--- config.mk ---
export PLATFORM = sky130hd
export DESIGN_NAME = mem_cmd_queue
export DESIGN_NICKNAME = d
export VERILOG_FILES = /design/src/rtl/mem_cmd_queue.sv
export SDC_FILE = /design/constraint.sdc
export NUM_CORES = 1
export LEC_CHECK = 0
export ABC_AREA = 1
export ABC_CLOCK_PERIOD_IN_PS = 1600
export CAP_MARGIN = 20
export CORE_ASPECT_RATIO = 2
export CORE_MARGIN = 1
export CORE_UTILIZATION = 47
export DETAILED_ROUTE_END_ITERATION = 7
export HOLD_SLACK_MARGIN = 0.06
export PLACE_DENSITY = 0.74
export SLEW_MARGIN = 40
export SYNTH_ARGS = -nofsm -noshare
export SYNTH_HDL_FRONTEND = slang
export SYNTH_SLANG_ARGS = --single-unit
--- constraint.sdc ---
create_clock -name clk -period 1.6 [get_ports clk]
set_input_delay 0.32 -clock clk [delete_from_list [all_inputs] [get_ports clk]]
set_output_delay 0.32 -clock clk [all_outputs]
set_load 0.01 [all_outputs]
--- src/rtl/mem_cmd_queue.sv ---
// In-order command FIFO in front of sram_cmd; issues one command per clock and
// returns read data as a one-cycle response. Optional bypass: MEM_CMD_QUEUE_BYPASS_EN.
module mem_cmd_queue #(
  parameter int DEPTH = 4
) (
  input  logic                   clk,
  input  logic                   rst_n,
  input  logic                   in_valid,
  output logic                   in_ready,
  input  logic [12:0]            in_cmd,
  output logic [12:0]            cmd,
  input  logic [7:0]             rdata,
  output logic                   rsp_valid,
  output logic [3:0]             rsp_addr,
  output logic [7:0]             rsp_data,
  output logic [$clog2(DEPTH):0] count
);

  localparam int PW = $clog2(DEPTH);

  typedef struct packed {
    logic       we;
    logic [3:0] addr;
    logic [7:0] wdata;
  } mem_cmd_t;

  mem_cmd_t          fifo [DEPTH];
  mem_cmd_t          in_c;
  mem_cmd_t          head_c;
  mem_cmd_t          cmd_q;
  logic [PW-1:0]     wptr;
  logic [PW-1:0]     rptr;
  logic              push;
  logic              pop;
  logic              byp;
  logic              store;
  logic              iss_rd;
  logic              pend_rd;
  logic [3:0]        pend_addr;

  assign in_c     = mem_cmd_t'(in_cmd);
  assign head_c   = fifo[rptr];
  assign cmd      = cmd_q;
  // Readiness looks only at the registered occupancy, never at a same-cycle pop.
  assign in_ready = (count < (PW+1)'(DEPTH));
  assign push     = in_valid && in_ready;
  assign pop      = (count != '0);

`ifdef MEM_CMD_QUEUE_BYPASS_EN
  assign byp = push && (count == '0);
`else
  assign byp = 1'b0;
`endif

  assign store = push && !byp;

  // Storage array carries no reset; emptiness is defined by the pointers and count.
  always_ff @(posedge clk) begin
    if (rst_n && store) begin
      fifo[wptr] <= in_c;
    end
  end

  always_ff @(posedge clk) begin
    if (!rst_n) begin
      wptr      <= '0;
      rptr      <= '0;
      count     <= '0;
      cmd_q     <= '0;
      iss_rd    <= 1'b0;
      pend_rd   <= 1'b0;
      pend_addr <= '0;
      rsp_valid <= 1'b0;
      rsp_addr  <= '0;
      rsp_data  <= '0;
    end else begin
      if (store) begin
        wptr <= wptr + 1'b1;
      end
      if (pop) begin
        rptr <= rptr + 1'b1;
      end
      case ({store, pop})
        2'b10:   count <= count + 1'b1;
        2'b01:   count <= count - 1'b1;
        default: count <= count;
      endcase

      // Issue stage: head of queue, bypassed input, or the idle command.
      if (pop) begin
        cmd_q  <= head_c;
        iss_rd <= !head_c.we;
      end else if (byp) begin
        cmd_q  <= in_c;
        iss_rd <= !in_c.we;
      end else begin
        cmd_q  <= '0;
        iss_rd <= 1'b0;
      end

      // SRAM sample stage: the command on cmd is consumed by sram_cmd here.
      pend_rd   <= iss_rd;
      pend_addr <= cmd_q.addr;

      // Response stage: rdata now holds the registered read result.
      rsp_valid <= pend_rd;
      rsp_addr  <= pend_addr;
      rsp_data  <= rdata;
    end
  end

endmodule
==> impl_metrics.yaml, run 1 <==
floorplan:
  dieArea_sq_um: 7587
  coreArea_sq_um: 6940
  start_util_pct: 48.91
  ios: 54
  rows: 43
  fp.dieH_um: 122.2
  dieWidth_um: 62.10
placed_design:
  dp_slack_ns: -0.3221
  post-place-cells: 442
  dp_hpwl_um: 3748
  port_buffers: 53
  dpl_cell_area_sq_um: 4041
  gp_congestion: 0.7911
global_routing:
  grt_pass1_vias: 2154
  grt-ovfl-total: 0
  grt_pass1_wl_um: 9459
  gr-usage-all-layers_pct: 18.16
  grt_max_degree: 28
  antenna_found_initial: 0
pwr:
  p_sw_mw: 2.087
  irDropWorstVdd_uv: 951.5
  clockPowerShare_pct: 33.7
  p_int_mw: 5.405
  p_leak_nw: 1.852
  power_density_nw_per_um2: 1691
  combPwrFrac_pct: 26.4
  switching_share_pct: 27.86
  seq_power_share_pct: 40.0
logic_synthesis:
  syn_area_sq_um: 3395
  syn_area_per_cell_sq_um: 11.32
  seq_area_frac_synth_pct: 70.18
  synth_cells: 300
  ys_ff_latch: 93
  yosysWarnings: 0
  synth.distinct_cells: 23
  syn_nets: 330
setup_path:
  cp.depth: 1
  path_buf_inv: 1
  path_class: "flip-flop to output pin"
  slowest_delay_ns: 0.53
  crit_chain: "clkdlybuf4s50_1"
  crit_slowest_cell: "clkdlybuf4s50_1"
  r2r_start: "count[2]$_SDFFE_PN0P_"
  start_kind: "flip-flop"
  rr_worst_depth: 11
  crit_path_end: "count[2]"
  r2r_slack_ns: 0.11
  critPathLaunch: "count[2]$_SDFFE_PN0P_"
  r2r-end: "count[2]$_SDFFE_PN0P_"
  crit_path_max_fanout: 3
  arrival_ns: 1.23
  crit_required_ns: 1.28
  critical_path.top_delay_family: "buffers and inverters"
  end_kind: "output pin"
clocking:
  cts_buffer_depth: 2
  cts.clk_slew.worst_paths_ns: 0.06
  htreeDepth: 3
  postCtsSetupRepairBufs: 0
  cts_root_buffer: "clkbuf_16"
  cts_made_buffers: 9
  cts_tree: "yes"
  clkLatencyLatePin_ns: 0.34
  cts.sinks: 93
cells_and_area:
  final_common_cell: "nand2_1"
  finish.cell_count_without_fillers: 458
  fillers: 520
  syn_to_final_growth_pct: 30.56
  antenna_cells: 0
  final_nets: 393
  drive_gt1_share_pct: 12.50
  fin_util_pct: 63.85
  final_cell_mix: "76 x nand2_1, 52 x edfxtp_1, 51 x clkdlybuf4s50_1"
  fin_area_sq_um: 4432
routing:
  drt_iter0_drc: 99
  drc: 0
  finalWirelength_um: 5795
  vias: 2132
  wl_per_cell_um: 12.65
  via_per_inst: 4.655
  ant_nets: 0
  firstDrtPassIters: 4
run:
  drv_cap: 0
timing:
  setup_viol: 0
  post-route-min-period_ns: 1.555
  hold_viol: 0
  fin_crit_sh_pct: 97.17
  finalSetupTns_ns: 0
  worstMarginPinSlew_ns: 0.4115
  worst_slack_ns: 0.04526
  slew_viol_final: 0
  relSlewSlack_pct: 72.52
  grt_setup_unrepaired: "false"
  fmax_mhz: 643.2
  fin_skew_ns: 0.004599
run_status:
  status: "finished clean"
min_path:
  hold_path.class: "flip-flop to flip-flop"
[cell type report]
class / count / area, sq um / area share (%)
inverter: 33 / 133.9 / 3.021
multi-input combinational: 163 / 777.0 / 17.53
sequential: 93 / 2389 / 53.90
clock buffer: 10 / 229.0 / 5.167
timing repair buffer: 63 / 656.9 / 14.82
tap: 90 / 112.6 / 2.541
clock inverter: 6 / 133.9 / 3.021
[state kept, by name, indices dropped and copies added (netlist names), 2 cells and up, named ones only]
| name | flops |
|---|---|
| fifo | 52 |
| cmd | 13 |
| rsp_data | 8 |
| pend_addr | 4 |
| rsp_addr | 4 |
| count | 3 |
| rptr | 2 |
| wptr | 2 |
[how the worst min path moves through the flow]
stage / cells past startpoint / slack, ns / end / startpoint
after floorplan: 2 / 0.39 / pend_rd$_SDFF_PN0_ / iss_rd$_SDFF_PN0_
after global placement: 2 / 0.39 / rsp_addr[0]$_SDFF_PN0_ / pend_addr[0]$_SDFF_PN0_
after detailed placement: 2 / 0.40 / rsp_addr[1]$_SDFF_PN0_ / pend_addr[1]$_SDFF_PN0_
after CTS: 2 / 0.42 / rsp_addr[1]$_SDFF_PN0_ / pend_addr[1]$_SDFF_PN0_
after global routing: 2 / 0.44 / rsp_addr[1]$_SDFF_PN0_ / pend_addr[1]$_SDFF_PN0_
final: 2 / 0.41 / rsp_valid$_SDFF_PN0_ / pend_rd$_SDFF_PN0_
[Yosys cell counts]
cell / number / area [sq um]
ha_1: 5 / 62.56
buf_6: 2 / 22.52
o21ai_0: 9 / 45.04
inv_2: 2 / 7.510
buf_12: 2 / 40.04
nand2_2: 7 / 43.79
nor2_1: 34 / 127.6
fa_1: 1 / 20.02
buf_2: 3 / 15.01
nand4_1: 1 / 6.260
nand2_1: 77 / 289.0
nand3_1: 3 / 15.01
a21oi_1: 16 / 80.08
buf_8: 1 / 15.01
inv_1: 30 / 112.6
o21ai_1: 7 / 35.03
inv_8: 1 / 11.26
edfxtp_1: 52 / 1562
buf_4: 2 / 15.01
a21oi_2: 2 / 17.52
nand3_4: 1 / 17.52
dfxtp_1: 41 / 820.8
clkbuf_8: 1 / 13.76
[through the flow]
| step | power (mW) | hold slack, ns |
|---|---|---|
| after detailed placement | 4.966 | 0.4007 |
| after CTS | 7.513 | 0.4166 |
| after global placement | 4.874 | 0.3938 |
| final | 7.493 | 0.4122 |
| after floorplan | 4.349 | 0.3905 |
| after global routing | 7.950 | 0.4401 |
[per-layer routing]
layer | part of all wire (%) | track usage (%)
met3 | 4.4 | 6.369
met4 | 1.9 | 9.861
met5 | 0 | 0
met1 | 37 | 17.38
met2 | 57 | 31.78
[power groups by stage]
stage	logic (mW)	clock network, mW	registers [mW]
floorplan	1.26	0	3.09
global placement	1.86	0	3.01
detailed placement	1.94	0	3.03
CTS	1.94	2.58	2.98
global route	2.24	2.68	3.03
finish	1.98	2.52	2.99
[kinds of logic after synthesis]
| kind of cell | after synthesis | share of synthesized area [%] |
|---|---|---|
| AOI/OAI and AO/OA | 34 | 5.234 |
| adders and majority gates | 6 | 2.433 |
| buffers and inverters | 44 | 7.445 |
| DFF | 93 | 70.18 |
| and+or+nand+nor | 123 | 14.71 |
[what timing repair did]
item / in CTS / in global routing
hold endpoints to repair: 0 / 0
hold buffers: 0 / 0
pin swaps: 0 / 1
resized for setup: 3 / 10
setup endpoints to repair: 3 / 2
No activity file was read; power rests on OpenSTA's default activity.
==> run 2, diff against run 1 <==
--- a/config.mk
+++ b/config.mk
@@ -8,12 +8,14 @@
 export ABC_AREA = 1
 export ABC_CLOCK_PERIOD_IN_PS = 1600
 export CAP_MARGIN = 20
+export CELL_PAD_IN_SITES_DETAIL_PLACEMENT = 0
+export CELL_PAD_IN_SITES_GLOBAL_PLACEMENT = 2
 export CORE_ASPECT_RATIO = 2
 export CORE_MARGIN = 1
-export CORE_UTILIZATION = 47
+export CORE_UTILIZATION = 31
 export DETAILED_ROUTE_END_ITERATION = 7
 export HOLD_SLACK_MARGIN = 0.06
-export PLACE_DENSITY = 0.74
+export PLACE_DENSITY_LB_ADDON = 0.1
 export SLEW_MARGIN = 40
 export SYNTH_ARGS = -nofsm -noshare
 export SYNTH_HDL_FRONTEND = slang
==> impl_metrics.yaml, run 2 (synthesized netlist as in run 1, its figures left out) <==
run_status:
  status: "finished clean"
placed_design:
  port_buffers: 53
  gp_congestion: 0.6752
  dp_hpwl_um: 4328
  post-place-cells: 497
global_routing:
  grt_pass1_wl_um: 10320
  gr-usage-all-layers_pct: 12.32
  antenna_found_initial: 0
  grt_max_degree: 27
  grt_pass1_vias: 2059
  grt-ovfl-total: 0
setup_path:
  critical_path.top_delay_family: "buffers and inverters"
  path_class: "flip-flop to output pin"
  r2r_start: "count[1]$_SDFFE_PN0P_"
  path_buf_inv: 1
  crit_required_ns: 1.28
  critPathLaunch: "cmd[10]$_SDFF_PN0_"
  arrival_ns: 1.21
  r2r_slack_ns: 0.18
  crit_chain: "clkdlybuf4s50_1"
  crit_slowest_cell: "clkdlybuf4s50_1"
  end_kind: "output pin"
  crit_path_max_fanout: 2
  slowest_delay_ns: 0.54
  start_kind: "flip-flop"
floorplan:
  start_util_pct: 31.99
  ios: 54
  fp.dieH_um: 150.0
  rows: 53
  dieWidth_um: 76.00
  dieArea_sq_um: 11400
  coreArea_sq_um: 10610
clocking:
  cts.clk_slew.worst_paths_ns: 0.06
  cts_made_buffers: 9
  clkLatencyLatePin_ns: 0.33
  cts_root_buffer: "clkbuf_16"
  cts_tree: "yes"
  htreeDepth: 3
  cts.sinks: 93
  cts_buffer_depth: 2
pwr:
  power_density_nw_per_um2: 1634
  power.total_mw: 7.392
  p_leak_nw: 1.886
  irDropWorstVdd_uv: 720.8
routing:
  finalWirelength_um: 6516
  wl_per_cell_um: 12.70
  firstDrtPassIters: 4
  drc: 0
  vias: 2151
  drt_iter0_drc: 60
  via_per_inst: 4.193
  ant_nets: 0
timing:
  grt_setup_unrepaired: "false"
  hold_viol: 0
  fin_skew_ns: 0.009898
  relSlewSlack_pct: 69.35
  worstMarginPinSlew_ns: 0.4591
  fin_crit_sh_pct: 95.72
  setup_viol: 0
  fmax_mhz: 653.0
  post-route-min-period_ns: 1.532
  slew_viol_final: 0
  holdWs_ns: 0.4126
  finalSetupTns_ns: 0
cells_and_area:
  final_common_cell: "nand2_1"
  multi_input_area_sq_um: 782.0
  syn_to_final_growth_pct: 33.28
  antenna_cells: 0
  largest_reg_flops: 52
  drive_gt1_share_pct: 14.36
  fillers: 1064
  finish.cell_count_without_fillers: 513
  top_register: "fifo"
  final_cell_mix: "76 x nand2_1, 52 x edfxtp_1, 50 x clkdlybuf4s50_1"
  register_area_sq_um: 2385
  final_nets: 401
min_path:
  hold_path.class: "flip-flop to flip-flop"
  min-delay-start: "pend_addr[0]$_SDFF_PN0_"
run:
  drv_cap: 0
[run 2: final cells by class]
| type | count | share of cell area [%] |
|---|---|---|
| sequential | 93 | 52.71 |
| timing repair buffer | 71 | 15.82 |
| clock buffer | 12 | 6.388 |
| multi-input combinational | 163 | 17.28 |
| tap | 137 | 3.789 |
| inverter | 33 | 2.959 |
| clock inverter | 4 | 1.051 |
[run 2: per-layer routing]
layer / vias up / GRT usage (%) / routed length, um
li1: 1101 / - / -
met2: 53 / 23.55 / 3644
met1: 988 / 12.52 / 2495
met5: - / 0 / 0
met3: 9 / 2.744 / 244
met4: 0 / 5.769 / 131
[run 2: worst paths after layout]
check / cells after the start / endpoint
min: 2 / rsp_addr[0]$_SDFF_PN0_
max reg2reg: 11 / count[2]$_SDFFE_PN0P_
max: 1 / cmd[10]
min reg2reg: 2 / rsp_addr[0]$_SDFF_PN0_
[run 2: per-stage QoR]
step / setup slack [ns] / util [%] / cell area, sq um
finish: 0.06850 / 42.64 / 4524
global placement: -0.2858 / 39.21 / 4160
detailed placement: -0.2944 / 39.21 / 4160
floorplan: 0.005609 / - / 3395
global route: 0.01493 / 42.64 / 4524
CTS: 0.008556 / 42.36 / 4494
[run 2: repair_timing]
item,CTS,global route
hold buffers,0,0
hold endpoints to repair,0,0
endpoints found under the setup margin,2,1
buffers inserted,0,0
gates resized for setup,2,11
gates cloned,0,0
[run 2: where the power goes]
group | switching [mW] | leakage (nW) | internal [mW]
Sequential | 0.160 | 0.810 | 2.86
Clock | 0.855 | 0.170 | 1.44
Combinational | 1.14 | 0.906 | 0.939
Total | 2.16 | 1.89 | 5.24
==> run 3, diff against run 2 <==
--- a/config.mk
+++ b/config.mk
@@ -20,3 +20,4 @@
 export SYNTH_ARGS = -nofsm -noshare
 export SYNTH_HDL_FRONTEND = slang
 export SYNTH_SLANG_ARGS = --single-unit
+export TNS_END_PERCENT = 20
==> results of run 3 <==
The final DEF is identical to that of run 2; final timing and power are the same.
